File: config.mk
export PLATFORM = sky130hd
export DESIGN_NAME = argon_alu_issue
export DESIGN_NICKNAME = d
export VERILOG_FILES = /design/src/rtl/argon_pkg.sv /design/src/rtl/argon_regfile.sv /design/src/rtl/argon_alu_issue.sv
export SDC_FILE = /design/constraint.sdc
export NUM_CORES = 1
export LEC_CHECK = 0
export ABC_AREA = 1
export CORE_MARGIN = 10
export CORE_UTILIZATION = 35
export CTS_CLUSTER_SIZE = 10
export DETAILED_ROUTE_END_ITERATION = 6
export GPL_TIMING_DRIVEN = 0
export PLACE_DENSITY = 0.61
export SETUP_SLACK_MARGIN = 0.2
export SLEW_MARGIN = 25
export SYNTH_ARGS = -nofsm -noshare
export SYNTH_HDL_FRONTEND = slang
export SYNTH_SLANG_ARGS = --single-unit
File: constraint.sdc
create_clock -name i_clk -period 14.3 [get_ports i_clk]
set_clock_uncertainty 0.1 [all_clocks]
set_input_delay 2.86 -clock i_clk [delete_from_list [all_inputs] [get_ports i_clk]]
set_output_delay 2.86 -clock i_clk [all_outputs]
set_load 0.01 [all_outputs]
File: src/rtl/argon_pkg.sv
// rtl/argon_pkg.sv - shared Argon ALU encodings, instruction fields and sequencer states
package argon_pkg;

  localparam int ARGON_DATAWIDTH = 16;
  localparam int ARGON_OPWIDTH   = 3;
  localparam int ARGON_REGCOUNT  = 8;
  localparam int ARGON_IDXWIDTH  = 3;
  localparam int ARGON_INSTRW    = 16;

  localparam int OP_LSB   = 13;
  localparam int RD_LSB   = 10;
  localparam int RS1_LSB  = 7;
  localparam int RS2_LSB  = 4;
  localparam int RSVD_MSB = 3;

  typedef enum logic [2:0] {
    OP_ADD = 3'd0,
    OP_SUB = 3'd1,
    OP_AND = 3'd2,
    OP_OR  = 3'd3,
    OP_XOR = 3'd4,
    OP_SLL = 3'd5,
    OP_SRL = 3'd6,
    OP_SLT = 3'd7
  } op_e;

  typedef enum logic [1:0] {
    ST_IDLE  = 2'd0,
    ST_READ  = 2'd1,
    ST_EXEC  = 2'd2,
    ST_WRITE = 2'd3
  } state_e;

  function automatic logic [2:0] instr_op(input logic [ARGON_INSTRW-1:0] instr);
    return instr[OP_LSB +: 3];
  endfunction

  function automatic logic [ARGON_IDXWIDTH-1:0] instr_rd(input logic [ARGON_INSTRW-1:0] instr);
    return instr[RD_LSB +: ARGON_IDXWIDTH];
  endfunction

  function automatic logic [ARGON_IDXWIDTH-1:0] instr_rs1(input logic [ARGON_INSTRW-1:0] instr);
    return instr[RS1_LSB +: ARGON_IDXWIDTH];
  endfunction

  function automatic logic [ARGON_IDXWIDTH-1:0] instr_rs2(input logic [ARGON_INSTRW-1:0] instr);
    return instr[RS2_LSB +: ARGON_IDXWIDTH];
  endfunction

  function automatic logic instr_rsvd_set(input logic [ARGON_INSTRW-1:0] instr);
    return |instr[RSVD_MSB:0];
  endfunction

endpackage

File: src/rtl/argon_regfile.sv
// rtl/argon_regfile.sv - 8-entry register file, r0 hardwired zero, two captured read ports
module argon_regfile
  import argon_pkg::*;
#(
  parameter int DATAWIDTH = ARGON_DATAWIDTH,
  parameter int REGCOUNT  = ARGON_REGCOUNT,
  parameter int IDXWIDTH  = $clog2(REGCOUNT)
) (
  input  logic                 i_clk,
  input  logic                 i_rst,
  input  logic                 i_we,
  input  logic [IDXWIDTH-1:0]  i_waddr,
  input  logic [DATAWIDTH-1:0] i_wdata,
  input  logic                 i_re,
  input  logic [IDXWIDTH-1:0]  i_raddrA,
  input  logic [IDXWIDTH-1:0]  i_raddrB,
  output logic [DATAWIDTH-1:0] o_rdataA,
  output logic [DATAWIDTH-1:0] o_rdataB,
  input  logic [IDXWIDTH-1:0]  i_dbgAddr,
  output logic [DATAWIDTH-1:0] o_dbgRdata
);

  logic [DATAWIDTH-1:0] mem_q [REGCOUNT];
  logic [DATAWIDTH-1:0] rdataA_q;
  logic [DATAWIDTH-1:0] rdataB_q;

  // Entry 0 is never written, so it stays at its reset value of zero.
  always_ff @(posedge i_clk or posedge i_rst) begin
    if (i_rst) begin
      for (int i = 0; i < REGCOUNT; i++) mem_q[i] <= '0;
      rdataA_q <= '0;
      rdataB_q <= '0;
    end else begin
      if (i_we && (i_waddr != '0)) mem_q[i_waddr] <= i_wdata;
      if (i_re) begin
        rdataA_q <= mem_q[i_raddrA];
        rdataB_q <= mem_q[i_raddrB];
      end
    end
  end

  assign o_rdataA   = rdataA_q;
  assign o_rdataB   = rdataB_q;
  assign o_dbgRdata = mem_q[i_dbgAddr];

endmodule

File: src/rtl/argon_alu_issue.sv
// rtl/argon_alu_issue.sv - four-state issue sequencer feeding the Argon ALU and writing results back
module argon_alu_issue
  import argon_pkg::*;
#(
  parameter int DATAWIDTH = ARGON_DATAWIDTH,
  parameter int OPWIDTH   = ARGON_OPWIDTH,
  parameter int REGCOUNT  = ARGON_REGCOUNT
) (
  input  logic                   i_clk,
  input  logic                   i_rst,
  input  logic                   i_instrValid,
  output logic                   o_instrReady,
  input  logic [15:0]            i_instr,
  output logic [OPWIDTH-1:0]     o_aluOp,
  output logic [DATAWIDTH-1:0]   o_aluA,
  output logic [DATAWIDTH-1:0]   o_aluB,
  input  logic [DATAWIDTH-1:0]   i_aluResult,
  input  logic                   i_aluInvalidOp,
  output logic                   o_done,
  output logic                   o_fault,
  output logic [2:0]             o_wbAddr,
  output logic [DATAWIDTH-1:0]   o_wbData,
  input  logic                   i_dbgWe,
  input  logic [2:0]             i_dbgAddr,
  input  logic [DATAWIDTH-1:0]   i_dbgWdata,
  output logic [DATAWIDTH-1:0]   o_dbgRdata
);

  state_e                 state_q;
  logic [15:0]            instr_q;
  logic                   ready_q;
  logic                   done_q;
  logic                   fault_q;
  logic [OPWIDTH-1:0]     op_q;
  logic [2:0]             wbaddr_q;
  logic [DATAWIDTH-1:0]   wbdata_q;

  logic                   rf_we;
  logic [2:0]             rf_waddr;
  logic [DATAWIDTH-1:0]   rf_wdata;

  always_ff @(posedge i_clk or posedge i_rst) begin
    if (i_rst) begin
      state_q  <= ST_IDLE;
      instr_q  <= '0;
      ready_q  <= 1'b1;
      done_q   <= 1'b0;
      fault_q  <= 1'b0;
      op_q     <= '0;
      wbaddr_q <= '0;
      wbdata_q <= '0;
    end else begin
      done_q  <= 1'b0;
      fault_q <= 1'b0;
      case (state_q)
        ST_IDLE: begin
          if (i_instrValid) begin
            instr_q <= i_instr;
            ready_q <= 1'b0;
            state_q <= ST_READ;
          end
        end
        ST_READ: begin
          op_q    <= OPWIDTH'(instr_op(instr_q));
          state_q <= ST_EXEC;
        end
        ST_EXEC: begin
          // Reserved-bit faults report zero data regardless of what the ALU produced.
          wbaddr_q <= instr_rd(instr_q);
          wbdata_q <= instr_rsvd_set(instr_q) ? '0 : i_aluResult;
          done_q   <= 1'b1;
          fault_q  <= i_aluInvalidOp | instr_rsvd_set(instr_q);
          state_q  <= ST_WRITE;
        end
        ST_WRITE: begin
          ready_q <= 1'b1;
          state_q <= ST_IDLE;
        end
        default: state_q <= ST_IDLE;
      endcase
    end
  end

  // Debug writes land in IDLE, ahead of the READ of an instruction accepted on the same edge.
  always_comb begin
    rf_we    = 1'b0;
    rf_waddr = '0;
    rf_wdata = '0;
    if (state_q == ST_IDLE && i_dbgWe) begin
      rf_we    = 1'b1;
      rf_waddr = i_dbgAddr;
      rf_wdata = i_dbgWdata;
    end else if (state_q == ST_WRITE && !fault_q) begin
      rf_we    = 1'b1;
      rf_waddr = wbaddr_q;
      rf_wdata = wbdata_q;
    end
  end

  argon_regfile #(
    .DATAWIDTH (DATAWIDTH),
    .REGCOUNT  (REGCOUNT),
    .IDXWIDTH  (3)
  ) u_regfile (
    .i_clk      (i_clk),
    .i_rst      (i_rst),
    .i_we       (rf_we),
    .i_waddr    (rf_waddr),
    .i_wdata    (rf_wdata),
    .i_re       (state_q == ST_READ),
    .i_raddrA   (instr_rs1(instr_q)),
    .i_raddrB   (instr_rs2(instr_q)),
    .o_rdataA   (o_aluA),
    .o_rdataB   (o_aluB),
    .i_dbgAddr  (i_dbgAddr),
    .o_dbgRdata (o_dbgRdata)
  );

  assign o_instrReady = ready_q;
  assign o_aluOp      = op_q;
  assign o_done       = done_q;
  assign o_fault      = fault_q;
  assign o_wbAddr     = wbaddr_q;
  assign o_wbData     = wbdata_q;

endmodule

==> impl_table.tex, run 1 <==
\begin{tabular}{lr}
\hline
Metric & Value \\
\hline
\multicolumn{2}{l}{\textbf{STA}} \\
Setup repair after global routing missed its margin & false \\
Final hold violation count & 0 \\
Final setup violation count & 0 \\
Setup TNS Final & 0 ps \\
Worst-case headroom to the max-slew limit & between 30\% and 40\% \\
Max Slew Vio Count & 0 \\
Pin slew with the least headroom to its limit & 949.5 ps \\
Crit path setup slack, layout & 5887 ps \\
Final period utilization & 58.83\% \\
Time the worst path needs with I/O delays and setup & 8413 ps \\
Fmax & 0.1189 GHz \\
\multicolumn{2}{l}{\textbf{Detailed routing}} \\
Count of vias placed by the detailed router & 12760 \\
Post-detailed-route count of antenna-violating nets & 0 \\
DR vias/cell & around 5.3 \\
Wire length per cell & around 23 um \\
Final Routed Wirelength & 55.41 mm \\
Number of search-and-repair iterations in the first detailed-routing pass & 6 \\
Number of design-rule violations left by the first detailed-router iteration & 1367 \\
Post-detailed-route DRC marker count & 0 \\
\multicolumn{2}{l}{\textbf{Synth}} \\
Count of different cell masters after synthesis & 23 \\
Register area share after synthesis & 42.65\% \\
Post-synthesis cell area & between 0.01 and 0.015 sq mm \\
Count of mapped cells out of synthesis & 1776 \\
Post-synthesis net count & $\sim$1800 \\
Cell types occupying the most area after synthesis & dfrtp\_1, nand2\_1, nand3\_1, inv\_1, nand4\_1 \\
Syn. warnings & 0 \\
Area share of the largest cell type after synthesis & 42.43\% \\
Cell type contributing the most total cell area after synthesis & dfrtp\_1 \\
Number of synthesized register bits & 203 \\
Average size of a mapped cell & 6.708 sq um \\
\multicolumn{2}{l}{\textbf{Clocking}} \\
Root buf cell & clkbuf\_16 \\
CTS Hold Buffers Added & 0 \\
Maximum number of buffers from clock root to sink & 3 \\
Count of instances resized after the clock tree is built & 0 \\
H-tree levels & 1 \\
Clock latency of the later-clocked register in the worst-skew pair & 550 ps \\
Clock tree from TritonCTS & built \\
Sink Count & between 200 and 250 \\
CTS Buf Count & 26 \\
\# Post-CTS Setup Buffers & 0 \\
Clock-pin slew reported for the worst setup and hold paths after clock tree synthesis & 50 ps \\
\multicolumn{2}{l}{\textbf{Power}} \\
Leakage dissipation & 7.448 nW \\
Power per Cell Area & between 200 and 250 mW/mm\^{}2 \\
Power dissipated by switching net loads & $\sim$0.0016 W \\
Net Sw Frac & a little under 50\% \\
Cell internal pwr & 0.001649 W \\
Flop pwr share & 27.2\% \\
Power share of the clock group & a little under a fifth \\
Comb power frac & 54.1\% \\
Peak supply drop & around 0.094 mV \\
\multicolumn{2}{l}{\textbf{Worst setup path}} \\
Launching element type of the critical path & input port \\
Delay of the slowest critical-path stage & 620 ps \\
Worst Reg2Reg Path Length in Cells & 7 \\
Reg-to-Reg End & u\_regfile.o\_rdataA[3] \\
Slack of the worst reg-to-reg path & 11580 ps \\
CP Cell Sequence & clkdlybuf4s50\_1 > clkbuf\_1 > clkbuf\_1 > a21oi\_1 > o21ai\_0 > nand2\_1 > nand2\_1 > nand2\_1 > clkdlybuf4s50\_1 \\
CP Class & input port to output port \\
Cell with the biggest individual delay on the critical path & clkdlybuf4s50\_1 \\
CP Data Arrival Time & 5450 ps \\
Beginning of the worst register-to-register path & state\_q[1] \\
Type of destination of the critical path & output port \\
Worst path most repeated cell & nand2\_1 \\
Highest fanout seen on the critical path & 10 \\
CP required & 11340 ps \\
\multicolumn{2}{l}{\textbf{Floorplan}} \\
Die Height & 204.5 um \\
Width of the chip & 204.5 um \\
Initial Util & 35.53\% \\
Die Footprint & 0.04182 sq mm \\
Floorplan row count & between 60 and 70 \\
Number of top-level pins & 129 \\
Core Area & 0.03353 sq mm \\
\multicolumn{2}{l}{\textbf{Hold path}} \\
Worst hold path startpoint & u\_regfile.o\_rdataB[13] \\
Number of cells on the worst hold path & 2 \\
Type of the most critical hold path & flip-flop to flip-flop \\
Terminating pin of the worst hold path & u\_regfile.o\_rdataB[13] \\
\multicolumn{2}{l}{\textbf{Placed design}} \\
Placer Congestion & 0.9735 \\
Final HPWL from detailed placement & 42.85 mm \\
Count of buffers from port buffering & about 130 \\
Setup Slack @ Placement & 5938 ps \\
\multicolumn{2}{l}{\textbf{Final layout}} \\
NumNets Final & $\sim$2000 \\
Final antenna diode count & 0 \\
Fraction of final layout cells with drive strength greater than 1 & 4.683\% \\
Most common cell after layout, fill and taps aside & nand2\_1 \\
Number of fillers in the final layout & 3566 \\
Signed area change from the synthesized netlist to the final layout & 22.36\% \\
Highest-count cells in the layout ignoring fill and taps & nand2\_1, nand3\_1, dfrtp\_1, inv\_1, clkdlybuf4s50\_1 \\
\multicolumn{2}{l}{\textbf{Outcome}} \\
Result of the run & finished, final reports clean \\
\multicolumn{2}{l}{\textbf{GRT}} \\
Initial antenna violation count & 1 \\
Pin count of the biggest net entering global routing & 95 \\
Global-route wire length before repair & 82.30 mm \\
Overall global routing resource usage & between 20\% and 30\% \\
Number of global-route vias before repair & $\sim$12000 \\
Global route total overflow & 0 \\
\multicolumn{2}{l}{\textbf{Run}} \\
Max-cap check violation count & 0 \\
\hline
\end{tabular}
## metrics by stage
stage               power (W)  area (sq um)  util (%)  hold WS, ps  cells
floorplan            0.001858         11910         -        341.9   1776
global placement     0.002624         13740     40.96        355.8   2350
detailed placement   0.002629         13800     41.15        359.4   2352
CTS                  0.003258         14580     43.47        375.4   2391
global route         0.003480         14580     43.47        387.7   2391
finish               0.003276         14580     43.47        372.8   2391
## worst max path at each step
| stage | from | end | slack (ps) |
|---|---|---|---|
| final | i_dbgAddr[0] | o_dbgRdata[10] | 5890 |
| after global routing | i_dbgAddr[0] | o_dbgRdata[8] | 5750 |
| after CTS | i_dbgAddr[0] | o_dbgRdata[10] | 5920 |
| after detailed placement | i_dbgAddr[0] | o_dbgRdata[10] | 5940 |
| after global placement | i_rst | u_regfile.mem_q[119] | 2950 |
| after floorplan | i_rst | instr_q[0] | 5800 |
## critical path: cells and delay by family
kind            cells  cell delay, ps
simple gates        3             390
buf+inv             4            1960
compound gates      2             220
## power groups by stage
| stage | clock network [W] | registers, W | logic, W |
|---|---|---|---|
| CTS | 0.000627 | 0.000887 | 0.00174 |
| floorplan | 0 | 0.000884 | 0.000974 |
| finish | 0.000613 | 0.000890 | 0.00177 |
| global placement | 0 | 0.000888 | 0.00174 |
| global route | 0.000649 | 0.000913 | 0.00192 |
| detailed placement | 0 | 0.000894 | 0.00174 |
## logic make-up (layout without fill, tap and decap cells)
kind of cell | Yosys count | after routing | synth area share [%]
compound gates | 156 | 156 | 6.816
fa+ha+maj | 5 | 5 | 0.5251
buf+inv | 306 | 473 | 10.10
flops | 203 | 203 | 42.65
mux | 3 | 3 | 0.2835
simple gates | 1103 | 1103 | 39.62
## Yosys cell counts, drive strengths merged
master  count
nand2     735
mux2        3
nand3     296
ha          5
a21oi      64
o22ai      16
o21ai      76
clkbuf     84
nor2        6
buf        57
dfrtp     202
clkinv      3
nand4      66
dfstp       1
inv       162
## final cells by class
| type | instances | area (sq um) | share of cell area, % |
|---|---|---|---|
| Sequential cell | 203 | 5081 | 34.86 |
| Multi-Input combinational cell | 1267 | 5629 | 38.61 |
| Clock buffer | 36 | 759.5 | 5.210 |
| Timing Repair Buffer | 128 | 1316 | 9.029 |
| Buffer | 141 | 584.3 | 4.008 |
| Tap cell | 448 | 560.5 | 3.845 |
| Clock inverter | 3 | 20.02 | 0.1373 |
| Inverter | 165 | 626.9 | 4.300 |
## layer usage
| metal | global-route usage, % | wire [um] | up-vias |
|---|---|---|---|
| li1 | - | - | 6008 |
| met3 | 3.980 | 4382 | 109 |
| met1 | 35.66 | 24380 | 6024 |
| met4 | 13.07 | 2962 | 0 |
| met5 | 0 | 0 | - |
| met2 | 39.90 | 23690 | 621 |
## state kept, by name (all words and copies together), names as in the netlist
name	flops
o_instrReady	1
o_wbData	16
u_regfile.o_rdataB	16
state_q	2
u_regfile.mem_q	128
o_aluOp	3
u_regfile.o_rdataA	16
instr_q	16
o_fault	1
o_done	1
o_wbAddr	3
Note: power is estimated with default switching activity, not from simulation.
==> inputs of run 2 (changes only) <==
==> constraint.sdc (replaced) <==
create_clock -name i_clk -period 7.8 [get_ports i_clk]
set_clock_uncertainty 0.1 [all_clocks]
set_input_delay 1.56 -clock i_clk [delete_from_list [all_inputs] [get_ports i_clk]]
set_output_delay 1.56 -clock i_clk [all_outputs]
set_load 0.01 [all_outputs]
==> results of run 2 <==
The final DEF is identical to that of run 1. Status: finished, final reports clean.
Among the figures that moved: setup slack after placement 5938 ps -> 2038 ps; setup slack after layout 5887 ps -> 1987 ps; register-to-register setup slack 11580 ps -> 5080 ps; total power 0.003276 W -> 0.006006 W; worst IR drop on VDD 0.09365 mV -> 0.1717 mV
